==> config.mk <==
export PLATFORM = sky130hd
export DESIGN_NAME = instr_fetch_queue
export DESIGN_NICKNAME = d
export VERILOG_FILES = /design/src/rtl/fetch_pkg.sv /design/src/rtl/fetch_fifo.sv /design/src/rtl/instr_fetch_queue.sv
export SDC_FILE = /design/constraint.sdc
export NUM_CORES = 1
export LEC_CHECK = 0
export CAP_MARGIN = 10
export CORE_AREA = 5 5 173 175
export CTS_CLUSTER_DIAMETER = 150
export DETAILED_ROUTE_END_ITERATION = 8
export DIE_AREA = 0 0 178 180
export GPL_TIMING_DRIVEN = 0
export PLACE_DENSITY = 0.81
export SLEW_MARGIN = 5
export SYNTH_ARGS = -nofsm -noshare
export SYNTH_HDL_FRONTEND = slang
export SYNTH_SLANG_ARGS = --single-unit
==> constraint.sdc <==
create_clock -name clk -period 4.8 [get_ports clk]
set_clock_uncertainty 0.15 [all_clocks]
set_input_delay 0.48 -clock clk [delete_from_list [all_inputs] [get_ports clk]]
set_output_delay 0.48 -clock clk [all_outputs]
set_load 0.005 [all_outputs]
==> src/rtl/fetch_pkg.sv <==
// Shared constants for the instruction fetch queue.
//   WORD_BYTES      : bytes per instruction word
//   ALIGN_BITS      : low address bits cleared to word-align a fetch address
//   ADDR_ALIGN_MASK : 32-bit mask that word-aligns an address
//   NOP_INSTR       : instruction word presented when the queue is empty
package fetch_pkg;

    localparam int unsigned WORD_BYTES      = 4;
    localparam int unsigned ALIGN_BITS      = $clog2(WORD_BYTES);
    localparam logic [31:0] ADDR_ALIGN_MASK = ~(32'(WORD_BYTES) - 32'd1);
    localparam logic [31:0] NOP_INSTR       = 32'h0000_0000;

endpackage

==> src/rtl/fetch_fifo.sv <==
// Synchronous FIFO used for both the in-flight PC list and the decoded
// instruction queue.
//   clk, reset : clock, asynchronous active-high reset
//   push       : write push_data at the tail
//   push_data  : WIDTH-bit entry
//   pop        : drop the head entry
//   clear      : empty the FIFO next cycle (wins over push/pop)
//   head       : entry at the head (meaningful only when count != 0)
//   count      : number of stored entries, 0..DEPTH
module fetch_fifo #(
    parameter int unsigned WIDTH = 32,
    parameter int unsigned DEPTH = 4
) (
    input  logic                     clk,
    input  logic                     reset,
    input  logic                     push,
    input  logic [WIDTH-1:0]         push_data,
    input  logic                     pop,
    input  logic                     clear,
    output logic [WIDTH-1:0]         head,
    output logic [$clog2(DEPTH):0]   count
);

    localparam int unsigned PTR_W = $clog2(DEPTH);

    logic [WIDTH-1:0] mem [DEPTH];
    logic [PTR_W-1:0] wr_ptr;
    logic [PTR_W-1:0] rd_ptr;

    // DEPTH is a power of two, so the pointers wrap naturally.
    always_ff @(posedge clk or posedge reset) begin
        if (reset) begin
            wr_ptr <= '0;
            rd_ptr <= '0;
            count  <= '0;
        end else if (clear) begin
            wr_ptr <= '0;
            rd_ptr <= '0;
            count  <= '0;
        end else begin
            if (push) wr_ptr <= wr_ptr + 1'b1;
            if (pop)  rd_ptr <= rd_ptr + 1'b1;
            case ({push, pop})
                2'b10:   count <= count + 1'b1;
                2'b01:   count <= count - 1'b1;
                default: count <= count;
            endcase
        end
    end

    always_ff @(posedge clk) begin
        if (push && !clear) mem[wr_ptr] <= push_data;
    end

    assign head = mem[rd_ptr];

    no_overflow: assert property (@(posedge clk) disable iff (reset)
        !(push && !pop && !clear && (count == ($clog2(DEPTH)+1)'(DEPTH))));
    no_underflow: assert property (@(posedge clk) disable iff (reset)
        !(pop && !clear && (count == '0)));

endmodule

==> src/rtl/instr_fetch_queue.sv <==
// Instruction fetch queue: accepts fetch addresses from the PC block, issues
// word reads to instruction memory, pairs in-order responses with their PC and
// buffers {pc, instruction} for decode. A flush discards queued entries and
// marks every in-flight read as stale so its response is thrown away.
//   clk, reset     : clock, asynchronous active-high reset
//   pc_in/pc_valid : fetch address offered by the PC block
//   pc_ready       : fetch accepted this cycle
//   flush          : redirect; empties the queue and drops in-flight reads
//   mem_req_*      : read request to instruction memory (word-aligned address)
//   mem_rsp_*      : in-order read data, always accepted
//   inst_*         : head of the instruction queue with valid/ready handshake
module instr_fetch_queue
    import fetch_pkg::*;
#(
    parameter int unsigned ADDR_W = 32,
    parameter int unsigned DATA_W = 32,
    parameter int unsigned DEPTH  = 4
) (
    input  logic              clk,
    input  logic              reset,
    input  logic [ADDR_W-1:0] pc_in,
    input  logic              pc_valid,
    output logic              pc_ready,
    input  logic              flush,
    output logic              mem_req_valid,
    output logic [ADDR_W-1:0] mem_req_addr,
    input  logic              mem_req_ready,
    input  logic              mem_rsp_valid,
    input  logic [DATA_W-1:0] mem_rsp_data,
    output logic              inst_valid,
    output logic [DATA_W-1:0] inst_data,
    output logic [ADDR_W-1:0] inst_pc,
    input  logic              inst_ready
);

    localparam int unsigned CNT_W   = $clog2(DEPTH) + 1;
    localparam int unsigned ENTRY_W = ADDR_W + DATA_W;

    logic [CNT_W-1:0]   outstanding_q;
    logic [CNT_W-1:0]   outstanding_d;
    logic [CNT_W-1:0]   drop_cnt_q;
    logic [CNT_W-1:0]   drop_cnt_d;
    logic [CNT_W-1:0]   occupancy_q;
    logic [CNT_W-1:0]   pc_count;
    logic [CNT_W-1:0]   credit;
    logic [ADDR_W-1:0]  aligned_pc;
    logic [ADDR_W-1:0]  pc_head;
    logic [ENTRY_W-1:0] q_head;
    logic               req_fire;
    logic               rsp_seen;
    logic               rsp_deliver;
    logic               inst_pop;

    // ------------------------------------------------------------------
    // Request side: credit counts from registered state only, so a slot
    // freed by decode this cycle becomes usable next cycle.
    // ------------------------------------------------------------------
    assign aligned_pc    = {pc_in[ADDR_W-1:ALIGN_BITS], {ALIGN_BITS{1'b0}}};
    assign credit        = CNT_W'(DEPTH) - occupancy_q - outstanding_q;
    assign mem_req_valid = pc_valid & (credit != '0) & ~flush;
    assign mem_req_addr  = aligned_pc;
    assign pc_ready      = mem_req_valid & mem_req_ready;
    assign req_fire      = pc_ready;

    // ------------------------------------------------------------------
    // Response side: the first drop_cnt responses belong to fetches issued
    // before the last flush and are discarded without touching the PC list.
    // ------------------------------------------------------------------
    assign rsp_seen    = mem_rsp_valid & (outstanding_q != '0);
    assign rsp_deliver = rsp_seen & ~flush & (drop_cnt_q == '0) & (pc_count != '0);

    assign inst_valid = (occupancy_q != '0);
    assign inst_pop   = inst_valid & inst_ready & ~flush;
    assign inst_pc    = inst_valid ? q_head[ENTRY_W-1:DATA_W] : '0;
    assign inst_data  = inst_valid ? q_head[DATA_W-1:0] : DATA_W'(NOP_INSTR);

    always_comb begin
        outstanding_d = outstanding_q;
        drop_cnt_d    = drop_cnt_q;
        if (flush) begin
            // Every read still in flight after this cycle is stale; this
            // cycle's response (if any) is already discarded by the flush.
            outstanding_d = outstanding_q - CNT_W'(rsp_seen);
            drop_cnt_d    = outstanding_q - CNT_W'(rsp_seen);
        end else begin
            outstanding_d = outstanding_q + CNT_W'(req_fire) - CNT_W'(rsp_seen);
            if (rsp_seen && (drop_cnt_q != '0)) begin
                drop_cnt_d = drop_cnt_q - 1'b1;
            end
        end
    end

    always_ff @(posedge clk or posedge reset) begin
        if (reset) begin
            outstanding_q <= '0;
            drop_cnt_q    <= '0;
        end else begin
            outstanding_q <= outstanding_d;
            drop_cnt_q    <= drop_cnt_d;
        end
    end

    fetch_fifo #(
        .WIDTH (ADDR_W),
        .DEPTH (DEPTH)
    ) u_pc_fifo (
        .clk       (clk),
        .reset     (reset),
        .push      (req_fire),
        .push_data (aligned_pc),
        .pop       (rsp_deliver),
        .clear     (flush),
        .head      (pc_head),
        .count     (pc_count)
    );

    fetch_fifo #(
        .WIDTH (ENTRY_W),
        .DEPTH (DEPTH)
    ) u_inst_queue (
        .clk       (clk),
        .reset     (reset),
        .push      (rsp_deliver),
        .push_data ({pc_head, mem_rsp_data}),
        .pop       (inst_pop),
        .clear     (flush),
        .head      (q_head),
        .count     (occupancy_q)
    );

    credit_bound: assert property (@(posedge clk) disable iff (reset)
        ({1'b0, occupancy_q} + {1'b0, outstanding_q}) <= (CNT_W+1)'(DEPTH));
    drop_bound: assert property (@(posedge clk) disable iff (reset)
        drop_cnt_q <= outstanding_q);

endmodule

==> impl_table.tex <==
\begin{tabular}{lr}
\hline
Metric & Value \\
\hline
\multicolumn{2}{l}{\textbf{Placement}} \\
\quad IO Port Bufs & about 160 \\
\quad GPL Wtd Cong & about 0.77 \\
\quad Cell area reported after detailed placement & between 15000 and 20000 um\^{}2 \\
\quad Cell Count Post-Placement & 1284 \\
\quad Detail Placement HPWL & 17.9 mm \\
\quad Worst slack, placed & 1360 ps \\
\multicolumn{2}{l}{\textbf{Yosys}} \\
\quad Library cells used by synthesis & 37 \\
\quad Sequential fraction of the synthesis area & 0.754 \\
\quad Async set-reset flop share out of synthesis & 0.0515 \\
\quad Synthesis Warnings & 0 \\
\quad Synthesized area per cell & roughly 21 um\^{}2 \\
\quad Number of enable-type register cells in the synthesized netlist & 368 \\
\quad Area of the mapped netlist & about 15000 um\^{}2 \\
\quad Post-synthesis cell count & between 700 and 800 \\
\quad Number of register bits inferred by synthesis & 388 \\
\quad Most used DFF post-synth & sky130\_fd\_sc\_hd\_\_edfxtp\_1 \\
\multicolumn{2}{l}{\textbf{Worst setup path}} \\
\quad Crit start category & register \\
\quad Endpoint required time on the critical path & between 4000 and 5000 ps \\
\quad Dominant delay contributor by cell family on the critical path & buffers and inverters \\
\quad Endpoint class of the critical path & output port \\
\quad Worst-path cell with the longest stage delay & sky130\_fd\_sc\_hd\_\_clkbuf\_1 \\
\quad CP Max Fanout & 10 \\
\quad Maximum single-stage delay on the critical path & 620 ps \\
\quad Cell repeated most along the worst path & sky130\_fd\_sc\_hd\_\_clkbuf\_1 \\
\quad Critical-path cell list & clkbuf\_1 > clkbuf\_1 > mux4\_2 > and2\_1 > clkdlybuf4s50\_1 \\
\quad Kind of critical path & reg2out \\
\quad Buffers and inverters on the worst path & 3 \\
\quad Data arrival time of the critical path & 2940 ps \\
\multicolumn{2}{l}{\textbf{Clocking}} \\
\quad Cell chosen for the clock root & sky130\_fd\_sc\_hd\_\_clkbuf\_16 \\
\quad Clk pin slew, worst setup/hold paths & 60 ps \\
\quad Bufs on Longest Clock Path & 3 \\
\quad Sinks on Clock Net & roughly 390 \\
\quad Skew-Pair Late Insertion Delay & $\sim$520 ps \\
\quad Clock tree from TritonCTS & built \\
\quad Post-CTS setup-driven buffer insertion count & 0 \\
\quad CTS HTree Levels & 2 \\
\quad CTS buffer count & 40 \\
\quad PostCTS Resize Cnt & 0 \\
\quad Hold-fix buffers, CTS & 0 \\
\multicolumn{2}{l}{\textbf{Power}} \\
\quad Post-route total power & between 8 and 9 mW \\
\quad Worst ir drop on vdd & 346 uV \\
\quad Cell leakage power & $\sim$6.2 nW \\
\quad Power Density & approximately 450 nW/um\^{}2 \\
\multicolumn{2}{l}{\textbf{Floorplan}} \\
\quad Die Outline Area & about 32000 um\^{}2 \\
\quad Floorplan die width & about 180 um \\
\quad I/O Pins & 170 \\
\quad Floorplan row count & 62 \\
\quad Initial Util & 0.541 \\
\quad Area of the core & 28300 um\^{}2 \\
\quad Die Y-Extent & 180 um \\
\multicolumn{2}{l}{\textbf{STA}} \\
\quad Final Hold Fails & 0 \\
\quad Period utilisation layout & 0.745 \\
\quad Final setup violating endpoints & 0 \\
\quad Tightest slew margin relative to the limit & 0.408 \\
\quad Unrepaired setup endpoints after global routing & false \\
\quad Final worst path period need & 3570 ps \\
\quad Setup ws final & roughly 1200 ps \\
\quad Pins Over Slew Limit & 0 \\
\quad Worst-Margin Slew & around 900 ps \\
\quad Peak clock frequency supported by timing & around 0.28 GHz \\
\multicolumn{2}{l}{\textbf{Detailed routing}} \\
\quad Total wire length after detailed routing & 28.8 mm \\
\quad Routed vias/inst & between 5 and 6 \\
\quad Detailed-routing iteration count for the pre-antenna-repair pass & 4 \\
\quad ANT nets after route & 0 \\
\quad DRC viols & 0 \\
\quad Number of vias after detailed routing & between 7000 and 8000 \\
\quad Detailed-route wire length per cell & roughly 21 um \\
\quad Detailed Route Iter0 Violations & $\sim$470 \\
\multicolumn{2}{l}{\textbf{Run status}} \\
\quad Outcome & complete, no violations \\
\multicolumn{2}{l}{\textbf{GRT}} \\
\quad Maximum number of pins on one net before global-route repair & 35 \\
\quad Global-route wire length before repair & 44.9 mm \\
\quad Total global-route track usage & 0.182 \\
\quad GRT Residual Overflow & 0 \\
\quad Vias in the first global route & between 7000 and 8000 \\
\quad Initial antenna violation count & 1 \\
\multicolumn{2}{l}{\textbf{Job}} \\
\quad Maximum Capacitance Violations & 0 \\
\multicolumn{2}{l}{\textbf{Hold path}} \\
\quad Tightest Hold Check Type & in2async \\
\multicolumn{2}{l}{\textbf{Layout}} \\
\quad Layout overhead on the synthesized area & 22.5\% \\
\quad Fin nets & $\sim$1000 \\
\quad Post-route non-filler standard cell count & about 1400 \\
\quad Post-route design area & around 19000 um\^{}2 \\
\quad Share of final-layout standard cells stronger than drive strength 1 & 0.220 \\
\hline
\end{tabular}
-- metrics by stage --
step           hold slack (ps)  utilization  TNS, ps
2_1_floorplan              294            -        0
3_3_place_gp               380        0.616   -79620
3_5_place_dp               395        0.619        0
4_1_cts                    297        0.663        0
5_1_grt                    338        0.663        0
6_report                   285        0.663        0
-- where the power goes --
part	switching, mW	internal, mW	total, mW
registers	0.0579	3.82	3.87
logic	0.746	0.921	1.67
clock network	1.21	1.66	2.87
-- synth_stat cells, drive strengths merged (2+ instances only) --
cell type  number  area share
o31ai           2     0.00098
and3            2     0.00082
o21ai           3     0.00098
buf            50       0.022
edfxtp        368        0.72
and2           70       0.029
mux4           92        0.14
dfrtp          20       0.033
clkbuf         17      0.0042
ha             18       0.015
xnor2           7      0.0040
nand2          11      0.0027
mux2            2      0.0015
a211oi          2     0.00098
nor2           14      0.0034
fa              3      0.0039
nor3            3     0.00098
xor2            8      0.0051
mux2i           6      0.0039
nor2b           2     0.00082
a21oi           5      0.0019
inv            15      0.0037
nand3           2     0.00065
-- area by class of cell --
cell class / count / area, um^2
buffer: 67 / 397
multi-input combinational: 264 / 3350
inverter: 15 / 56.3
antenna: 1 / 2.50
timing repair buffer: 166 / 1700
tap: 384 / 480
sequential: 388 / 11600
fill: 1815 / 9540
clock buffer: 45 / 1030
clock inverter: 28 / 205
-- sequential cells by signal (all words and copies together), names as in the netlist --
register             count
u_pc_fifo.mem          120
u_inst_queue.count       3
u_inst_queue.rd_ptr      2
u_inst_queue.mem       248
u_inst_queue.wr_ptr      2
u_pc_fifo.count          3
u_pc_fifo.wr_ptr         2
drop_cnt_q               3
u_pc_fifo.rd_ptr         2
outstanding_q            3
-- per-layer routing --
layer / up-vias / track usage / part of all wire
li1: 3278 / - / -
met1: 3736 / 0.243 / 0.41
met2: 236 / 0.316 / 0.52
met3: 41 / 0.0315 / 0.053
met4: 0 / 0.0458 / 0.020
met5: - / 0 / 0
-- cells by family after synthesis --
family | Yosys count | share of synthesized area
xor gates and xnor gates | 15 | 0.00906
buffers and inverters | 82 | 0.0295
adders and majority gates | 21 | 0.0186
and+or+nand+nor | 110 | 0.0420
AOI/OAI and AO/OA | 14 | 0.00645
DFF | 388 | 0.754
other | 1 | 0.000245
muxes | 100 | 0.141
-- worst paths after layout --
| kind | from | to | slack, ps | depth (start not counted) |
|---|---|---|---|---|
| max reg2reg | u_inst_queue.count[1]$_DFFE_PP0P_ | outstanding_q[2]$_DFF_PP0_ | 1600 | 12 |
| max | u_inst_queue.rd_ptr[1]$_DFFE_PP0P_ | inst_pc[23] | 1230 | 5 |
| min reg2reg | u_pc_fifo.wr_ptr[0]$_DFFE_PP0P_ | u_pc_fifo.wr_ptr[0]$_DFFE_PP0P_ | 400 | 1 |
| min | reset | u_pc_fifo.count[2]$_DFFE_PP0P_ | 280 | 2 |
| min in group clk | flush | u_pc_fifo.count[1]$_DFFE_PP0P_ | 370 | 3 |
| max in group asynchronous | reset | u_inst_queue.rd_ptr[1]$_DFFE_PP0P_ | 3690 | 2 |
-- layout by cell type, fill, tap and decap left out, types with 3 or more instances in the layout --
| cell type | n |
|---|---|
| sky130_fd_sc_hd__conb_1 | 4 |
| sky130_fd_sc_hd__xor2_1 | 7 |
| sky130_fd_sc_hd__mux4_2 | 92 |
| sky130_fd_sc_hd__inv_1 | 15 |
| sky130_fd_sc_hd__buf_12 | 4 |
| sky130_fd_sc_hd__clkbuf_16 | 40 |
| sky130_fd_sc_hd__mux2i_1 | 6 |
| sky130_fd_sc_hd__clkbuf_1 | 21 |
| sky130_fd_sc_hd__a21oi_1 | 4 |
| sky130_fd_sc_hd__clkinvlp_4 | 4 |
| sky130_fd_sc_hd__buf_1 | 4 |
| sky130_fd_sc_hd__and2_4 | 4 |
| sky130_fd_sc_hd__nor2_1 | 14 |
| sky130_fd_sc_hd__edfxtp_1 | 368 |
| sky130_fd_sc_hd__fa_1 | 3 |
| sky130_fd_sc_hd__clkdlybuf4s50_1 | 162 |
| sky130_fd_sc_hd__buf_4 | 35 |
| sky130_fd_sc_hd__dfrtp_1 | 20 |
| sky130_fd_sc_hd__xnor2_1 | 7 |
| sky130_fd_sc_hd__clkinv_2 | 8 |
| sky130_fd_sc_hd__and2_1 | 62 |
| sky130_fd_sc_hd__and2_2 | 4 |
| sky130_fd_sc_hd__o21ai_0 | 3 |
| sky130_fd_sc_hd__nor3_1 | 3 |
| sky130_fd_sc_hd__buf_2 | 11 |
| sky130_fd_sc_hd__clkinv_1 | 11 |
| sky130_fd_sc_hd__ha_1 | 18 |
| sky130_fd_sc_hd__nand2_1 | 11 |
(Power assumes the default switching activity.)
